### config.mk
export PLATFORM = sky130hd
export DESIGN_NAME = spi_cmd_regfile
export DESIGN_NICKNAME = d
export VERILOG_FILES = /design/src/rtl/spi_cmd_regfile.sv
export SDC_FILE = /design/constraint.sdc
export NUM_CORES = 1
export LEC_CHECK = 0
export CORE_MARGIN = 2
export CORE_UTILIZATION = 48
export DETAILED_ROUTE_END_ITERATION = 6
export HOLD_SLACK_MARGIN = 0.05
export PLACE_DENSITY = 0.76
export SYNTH_ARGS = -nofsm -noshare
export SYNTH_HDL_FRONTEND = slang
export SYNTH_SLANG_ARGS = --single-unit
### constraint.sdc
create_clock -name clk -period 2.1 [get_ports clk]
set_input_delay 0.315 -clock clk [delete_from_list [all_inputs] [get_ports clk]]
set_output_delay 0.315 -clock clk [all_outputs]
set_load 0.01 [all_outputs]
### src/rtl/spi_cmd_regfile.sv
// spi_cmd_regfile: command/register-file layer sitting behind an SPI slave.
// Each SSEL-framed message is one command byte (RNW + 7-bit start address)
// followed by data bytes that are written to, or read from, a small bank of
// 8-bit registers with address auto-increment. Address 0 returns a constant
// ID, address 1 returns the running message count, the rest are read/write.
module spi_cmd_regfile #(
    parameter int          NREGS  = 8,
    parameter logic [7:0]  ID_VAL = 8'hA5
) (
    input  logic                 clk,
    input  logic                 rst_n,
    input  logic                 frame_start,
    input  logic                 frame_end,
    input  logic                 rx_valid,
    input  logic [7:0]           rx_data,
    output logic [7:0]           tx_data,
    output logic [NREGS*8-1:0]   regs_out,
    output logic                 wr_strobe,
    output logic [6:0]           wr_addr,
    output logic [7:0]           err_cnt
);

    localparam logic [1:0] ST_IDLE = 2'd0;
    localparam logic [1:0] ST_CMD  = 2'd1;
    localparam logic [1:0] ST_DATA = 2'd2;

    localparam logic [7:0] NREGS_B = 8'(NREGS);

    logic [1:0]         state_r;
    logic [6:0]         addr_r;
    logic               rnw_r;
    logic [7:0]         frame_cnt_r;
    logic [7:0]         err_cnt_r;
    logic [7:0]         tx_data_r;
    logic               wr_strobe_r;
    logic [6:0]         wr_addr_r;
    logic [7:0]         regs_r [2:NREGS-1];

    logic               cmd_accept_s;
    logic               data_accept_s;
    logic               in_range_s;
    logic               wr_en_s;
    logic               err_hit_s;
    logic [6:0]         addr_next_s;
    logic [7:0]         tx_next_s;
    logic [NREGS*8-1:0] regs_out_s;

    // Read mux over the flattened bank; addresses at or beyond NREGS read 0x00.
    function automatic logic [7:0] pick(input logic [6:0] a,
                                        input logic [NREGS*8-1:0] bank);
        logic [7:0] val;
        val = 8'h00;
        for (int n = 0; n < NREGS; n++) begin
            val = (a == 7'(n)) ? bank[8*n +: 8] : val;
        end
        return val;
    endfunction

    // Assemble the visible bank: constant ID, live frame count, then RW regs.
    always_comb begin
        regs_out_s        = '0;
        regs_out_s[7:0]   = ID_VAL;
        regs_out_s[15:8]  = frame_cnt_r;
        for (int n = 2; n < NREGS; n++) begin
            regs_out_s[8*n +: 8] = regs_r[n];
        end
    end

    // Decode byte acceptance; a start pulse always drops a coincident byte.
    always_comb begin
        cmd_accept_s  = (state_r == ST_CMD)  && rx_valid && !frame_start;
        data_accept_s = (state_r == ST_DATA) && rx_valid && !frame_start;
        in_range_s    = ({1'b0, addr_r} < NREGS_B);
        wr_en_s       = data_accept_s && !rnw_r && in_range_s && (addr_r >= 7'd2);
        err_hit_s     = data_accept_s && !in_range_s;
        addr_next_s   = addr_r + 7'd1;
    end

    // Next MISO byte: message count at start, otherwise the read-ahead value.
    always_comb begin
        tx_next_s = tx_data_r;
        if (frame_start) begin
            tx_next_s = frame_cnt_r;
        end else if (cmd_accept_s) begin
            tx_next_s = rx_data[7] ? pick(rx_data[6:0], regs_out_s) : 8'h00;
        end else if (data_accept_s) begin
            tx_next_s = rnw_r ? pick(addr_next_s, regs_out_s) : 8'h00;
        end else begin
            tx_next_s = tx_data_r;
        end
    end

    // Message framing FSM; a fresh start re-syncs from any state.
    always_ff @(posedge clk or negedge rst_n) begin
        if (!rst_n) begin
            state_r <= ST_IDLE;
        end else if (frame_start) begin
            state_r <= ST_CMD;
        end else begin
            case (state_r)
                ST_IDLE: state_r <= ST_IDLE;
                ST_CMD: begin
                    if (frame_end) begin
                        state_r <= ST_IDLE;
                    end else if (rx_valid) begin
                        state_r <= ST_DATA;
                    end else begin
                        state_r <= ST_CMD;
                    end
                end
                ST_DATA: begin
                    if (frame_end) begin
                        state_r <= ST_IDLE;
                    end else begin
                        state_r <= ST_DATA;
                    end
                end
                default: state_r <= ST_IDLE;
            endcase
        end
    end

    // Command latch and 7-bit auto-incrementing address (wraps at 128).
    always_ff @(posedge clk or negedge rst_n) begin
        if (!rst_n) begin
            addr_r <= 7'd0;
            rnw_r  <= 1'b0;
        end else if (frame_start) begin
            addr_r <= 7'd0;
            rnw_r  <= 1'b0;
        end else if (cmd_accept_s) begin
            addr_r <= rx_data[6:0];
            rnw_r  <= rx_data[7];
        end else if (data_accept_s) begin
            addr_r <= addr_next_s;
        end
    end

    // Message counter: every end-of-frame that closes an active message.
    always_ff @(posedge clk or negedge rst_n) begin
        if (!rst_n) begin
            frame_cnt_r <= 8'h00;
        end else if (frame_end && (state_r != ST_IDLE)) begin
            frame_cnt_r <= frame_cnt_r + 8'h01;
        end
    end

    // Saturating count of data bytes that addressed beyond the bank.
    always_ff @(posedge clk or negedge rst_n) begin
        if (!rst_n) begin
            err_cnt_r <= 8'h00;
        end else if (err_hit_s && (err_cnt_r != 8'hFF)) begin
            err_cnt_r <= err_cnt_r + 8'h01;
        end
    end

    // Registered MISO byte.
    always_ff @(posedge clk or negedge rst_n) begin
        if (!rst_n) begin
            tx_data_r <= 8'h00;
        end else begin
            tx_data_r <= tx_next_s;
        end
    end

    // Write strobe and address, aligned with the register update.
    always_ff @(posedge clk or negedge rst_n) begin
        if (!rst_n) begin
            wr_strobe_r <= 1'b0;
            wr_addr_r   <= 7'd0;
        end else begin
            wr_strobe_r <= wr_en_s;
            if (wr_en_s) begin
                wr_addr_r <= addr_r;
            end
        end
    end

    // Writable register storage (addresses 2..NREGS-1).
    always_ff @(posedge clk or negedge rst_n) begin
        if (!rst_n) begin
            for (int n = 2; n < NREGS; n++) begin
                regs_r[n] <= 8'h00;
            end
        end else begin
            for (int n = 2; n < NREGS; n++) begin
                if (wr_en_s && (addr_r == 7'(n))) begin
                    regs_r[n] <= rx_data;
                end
            end
        end
    end

    assign tx_data   = tx_data_r;
    assign regs_out  = regs_out_s;
    assign wr_strobe = wr_strobe_r;
    assign wr_addr   = wr_addr_r;
    assign err_cnt   = err_cnt_r;

endmodule
After elaboration in Yosys (flattened, before gate mapping)
Index checks and enable logic that the tools add are counted.

storage, ports and cells
  memory bits (read-only) = 0
  word-level logic and storage cells = 97
  latch bits = 0
  memories kept = 0
  output and inout bits = 88
  register bits = 90
  input bits = 13
  RAM bits = 0

cells by class
  divide/modulo/power cells = 0
  equality and inequality tests = 23
  bitwise gates (word level) = 0
  $lt $le $gt $ge = 2
  muxes and demuxes = 31
  reductions and logical operators = 24
  $add $sub $neg = 3
  shifts and indexed selects = 0
  multiply operators = 0

operators with widths
  kind                   number
  $mux W8                21
  $eq A7 B3 Y1 const B   12
  $eq A7 B2 Y1 const B   6
  $mux W7                3
  $add A8 B1 Y8 const B  2
  $logic_and A1 B1 Y1    16
  $eq A7 B1 Y1 const B   2
  $logic_not A7 Y1       2
  $mux W2                4
  $ne A8 B8 Y1 const B   1
  $add A7 B1 Y7 const B  1
  $ge A7 B2 Y1 const B   1
  $lt A7 B4 Y1 const B   1
  $pmux W2 S2            1
  $reduce_bool A2 Y1     2
  $logic_not A1 Y1       3
  $reduce_bool A3 Y1     1
  $eq A2 B1 Y1 const B   1
  $eq A2 B2 Y1 const B   1
  $mux W1                2

Logic depth before layout (Yosys ltp)
  depth after elaboration = 14
  mapped depth = 10
  depth with buffers taken out = 7

Least setup slack after synthesis
No wires, ideal clock.

  kind = register to register
  start point = reg addr_r[0]
  end point = reg tx_data_r[4], in the netlist tx_data[4]
  arrival time = 2.070 ns
  library setup time = 0.065 ns
  period minus slack after synthesis = 2.135 ns
  required time = 2.035 ns
  path slack = -0.035 ns
  path buffers = 2
  stages on the path, launching flop included = 10
  cell sequence = dfrtp_1 -> inv_1 -> ha_1 -> buf_2 -> buf_2 -> nand3b_1 -> a211oi_1 -> o21ai_0 -> a2111oi_0 -> o22a_1

on the way
  longest elaborated chain between the ends = 13
  elaborated cells on any way between the ends = 19
  classes of those cells = add/sub (1); eq/ne (7); mux (11)

RTL lines
  element                 RTL line  RTL
  from (decl)             30        logic [6:0] addr_r;
  from (signal assigned)  132       addr_r <= rx_data[6:0];
  from (signal assigned)  135       addr_r <= addr_next_s;
  $add A7 B1 Y7 *         76        addr_next_s = addr_r + 7'd1;
  $eq A7 B1 Y1            54        val = (a == 7'(n)) ? bank[8*n +: 8] : val;
  $mux W8 (6 in a row)    54
  $mux W8 *               54
  $mux W8 *               87        tx_next_s = rnw_r ? pick(addr_next_s, regs_out_s) : 8'h00;
  $mux W8 *               86        end else if (data_accept_s) begin
  $mux W8 *               84        end else if (cmd_accept_s) begin
  $mux W8 *               82        if (frame_start) begin
  to (signal assigned)    162       tx_data_r <= tx_next_s;
  to (decl)               34        logic [7:0] tx_data_r;

Mark *: on every way between the ends. The rest lies on a longest branch, timed or not. The select of a mux whose other input is x is not followed.
A chain may end at the register's enable or synchronous reset.

Worst setup path in the final report
  start point = reg addr_r[1]
  end point = reg tx_data_r[1], in the netlist tx_data[1]

The elaborated chain is that of the path after synthesis.

==> impl_metrics.csv <==
group,metric,value,unit
route,routed_via_density,6.090,
clock_tree,clk_pin_slew,0.06,ns
floorplan,fp.dieArea,12610,sq um
global_route,antenna_found_initial,1,
place,place_inst,840,
synthesis,synth_area_leaders,"dfrtp_1, mux2_2, nand2_1, ha_1, xnor2_1",
place,gp_congestion,0.9893,
place,hpwl,13.80,mm
sta,rsz0062_at_grt,"yes",
route,dr_total_vias,5274,
cells_and_area,multiInputGateArea,3227,sq um
route,drt_pass1_iterations,5,
synthesis,synth_edf_count,0,
synthesis,ys_ff_latch,90,
sta,maxSlewViolCount,0,
global_route,grt_pass1_wl,30.06,mm
power_and_ir_drop,p_per_area,663.3,nW/um^2
cells_and_area,nNetsFinal,741,
setup_path,worstPathMaxFanout,4,
setup_path,rr_startpoint,"addr_r[1]$_DFFE_PN0P_",
route,wl,19.27,mm
setup_path,cp.required,2.38,ns
place,preCtsSetupSlack,-0.2485,ns
cells_and_area,final_util,69.23,%
power_and_ir_drop,power_leakage,3.515,nW
synthesis,synth_cells,545,
floorplan,initial_utilization,49.32,%
setup_path,critical_path.startpoint,"addr_r[1]$_DFFE_PN0P_",
cells_and_area,drive_above_1_share,33.33,%
sta,clock.fmax,477.4,MHz
global_route,grt_max_degree,52,
floorplan,ioPinCount,101,
floorplan,die_h,112.3,um
flow_run,cap_violations,0,
setup_path,worst_setup_path_start_kind,"flip-flop",
route,wl_per_cell,22.25,um
synthesis,synth_top_area_share,39.99,%
place,port_buffers,92,
synthesis,ys.warnings.count,0,
setup_path,end_kind,"flip-flop",
synthesis,yosysTopAreaCell,"dfrtp_1",
synthesis,ys_async_sr_fraction,100.0,%
synthesis,synth_most_common_cell,"dfrtp_1",
floorplan,chipWidth,112.3,um
cells_and_area,instances_no_fill,866,
route,final_antenna_net_count,0,
synthesis,synth_cell_types,74,
sta,setup_ws,0.005419,ns
setup_path,critical_path_class,"flip-flop to flip-flop",
cells_and_area,area_growth,40.37,%
route,drc,0,
clock_tree,cts_tree,"built",
clock_tree,htree_levels,3,
clock_tree,clock_latency,0.35,ns
cells_and_area,num_antenna_cells,0,
outcome,status,"finished, final reports clean",
setup_path,arrival,2.37,ns
synthesis,yosysSeqAreaShare,39.99,%
cells_and_area,design_area,7905,sq um
clock_tree,cts_made_buffers,9,
clock_tree,ctsLongestPathBuffers,2,
sta,whs,0.3859,ns
cells_and_area,nFillCells,865,
synthesis,synth_ff_type,"dfrtp_1",
global_route,grt_overflow,0,
sta,min_period,2.095,ns
sta,period_share,99.74,%
floorplan,rows,39,
sta,final-setup-viol-count,0,
clock_tree,cts-root-buf,"clkbuf_16",
sta,skew,0.005493,ns
synthesis,avgSynthCellArea,10.33,sq um
global_route,grt_pass1_vias,5251,
power_and_ir_drop,irDropWorstVdd,0.6314,mV
synthesis,synthTopCellsByCount,"dfrtp_1, mux2_2, nand2_1",
sta,hold_viol,0,
synthesis,synth.cell_area,5632,sq um
place,dpl-instance-area,7256,sq um
route,drtIter0Drc,433,
floorplan,core_area,11420,sq um
global_route,track_usage,31.03,%
worst_hold_path,hold_class,"input port to asynchronous set/reset pin",
cells_and_area,regArea,2255,sq um
clock_tree,cts.sinks,90,
-- kinds of logic (layout without fill, tap and decap cells) --
group / Yosys count / after routing / share of synthesized area [%]
simple gates: 163 / 163 / 17.02
compound gates: 131 / 131 / 16.73
flops: 90 / 90 / 39.99
mux: 67 / 67 / 13.95
buf+inv: 63 / 235 / 6.998
xor+xnor: 19 / 19 / 2.955
fa+ha+maj: 10 / 10 / 2.222
other cells: 2 / 8 / 0.1334
-- cell usage in the layout, fill, tap and decap left out, types with 6 or more instances in the layout --
master,netlist,layout
a211oi_1,11,10
a21oi_1,20,19
a221oi_1,7,6
a311oi_1,6,6
buf_12,0,7
buf_4,10,95
buf_6,8,7
clkbuf_16,0,9
clkdlybuf4s50_1,0,91
conb_1,2,8
dfrtp_1,90,88
inv_1,17,14
mux2_2,50,48
mux2_4,5,7
mux2i_1,8,8
nand2_1,36,35
nand2b_1,14,13
nand3_1,13,12
nand4_1,12,12
nor2_1,29,29
o211ai_1,6,6
o21ai_0,18,10
o21ai_1,0,7
o22ai_1,14,14
xnor2_1,13,12
xor2_1,6,6
-- through the flow --
step / TNS, ns / power (W)
after floorplan: 0 / 0.002672
after global routing: -0.2343 / 0.005444
after detailed placement: -4.935 / 0.003343
after CTS: -0.0002507 / 0.005140
final: 0 / 0.005243
after global placement: -2.745 / 0.003332
-- timing repair --
action                                  4_1_cts  5_1_grt
resized for setup                            20       45
hold buffers                                  1        0
pin swaps                                     9       22
setup buffers                                 5        3
gates cloned                                  1        0
hold endpoints to repair                     19        0
endpoints found under the setup margin        6       29
-- state kept, by name (all words and copies together) (netlist names) --
| register | count |
|---|---|
| addr_r | 7 |
| rnw_r | 1 |
| wr_addr | 7 |
| frame_cnt_r | 8 |
| regs_out | 48 |
| tx_data | 8 |
| state_r | 2 |
| err_cnt | 8 |
| wr_strobe | 1 |
-- critical path: stages, from the launching register on --
cell and delay, ns:
dfrtp_2 0.45, inv_2 0.11, buf_6 0.11, ha_4 0.15
buf_4 0.12, nand3b_1 0.16, a2bb2oi_4 0.22, a221oi_2 0.08
or4_1 0.50, a21oi_1 0.13
-- worst paths after layout --
path	to	slack, ns	depth (start not counted)
min in group clk	wr_addr[6]$_DFFE_PN0P_	0.50	1
max reg2reg	tx_data[1]$_DFFE_PN0P_	0.005	9
min	regs_out[17]$_DFFE_PN0P_	0.39	2
max in group asynchronous	addr_r[0]$_DFFE_PN0P_	1.14	3
max	tx_data[1]$_DFFE_PN0P_	0.005	9
min reg2reg	wr_addr[6]$_DFFE_PN0P_	0.50	1
-- cell type report --
| cell class | instances | share of cell area [%] |
|---|---|---|
| Multi-Input combinational cell | 398 | 40.82 |
| Sequential cell | 90 | 28.52 |
| Timing Repair Buffer | 201 | 23.44 |
| Clock buffer | 11 | 3.071 |
| Tap cell | 143 | 2.263 |
| Clock inverter | 5 | 0.9813 |
| Inverter | 18 | 0.9022 |
-- per-layer routing --
layer	global-route usage, %	routed length, um
met1	42.57	8103
met2	49.44	8968
met3	6.263	1649
met4	10.65	550
met5	0	0
-- power breakdown --
part	total (W)	switching [W]	internal (W)
combinational	0.00146	0.000731	0.000727
sequential	0.00203	0.000183	0.00185
clock	0.00175	0.000683	0.00107
Note: power is estimated with default switching activity, not from simulation.
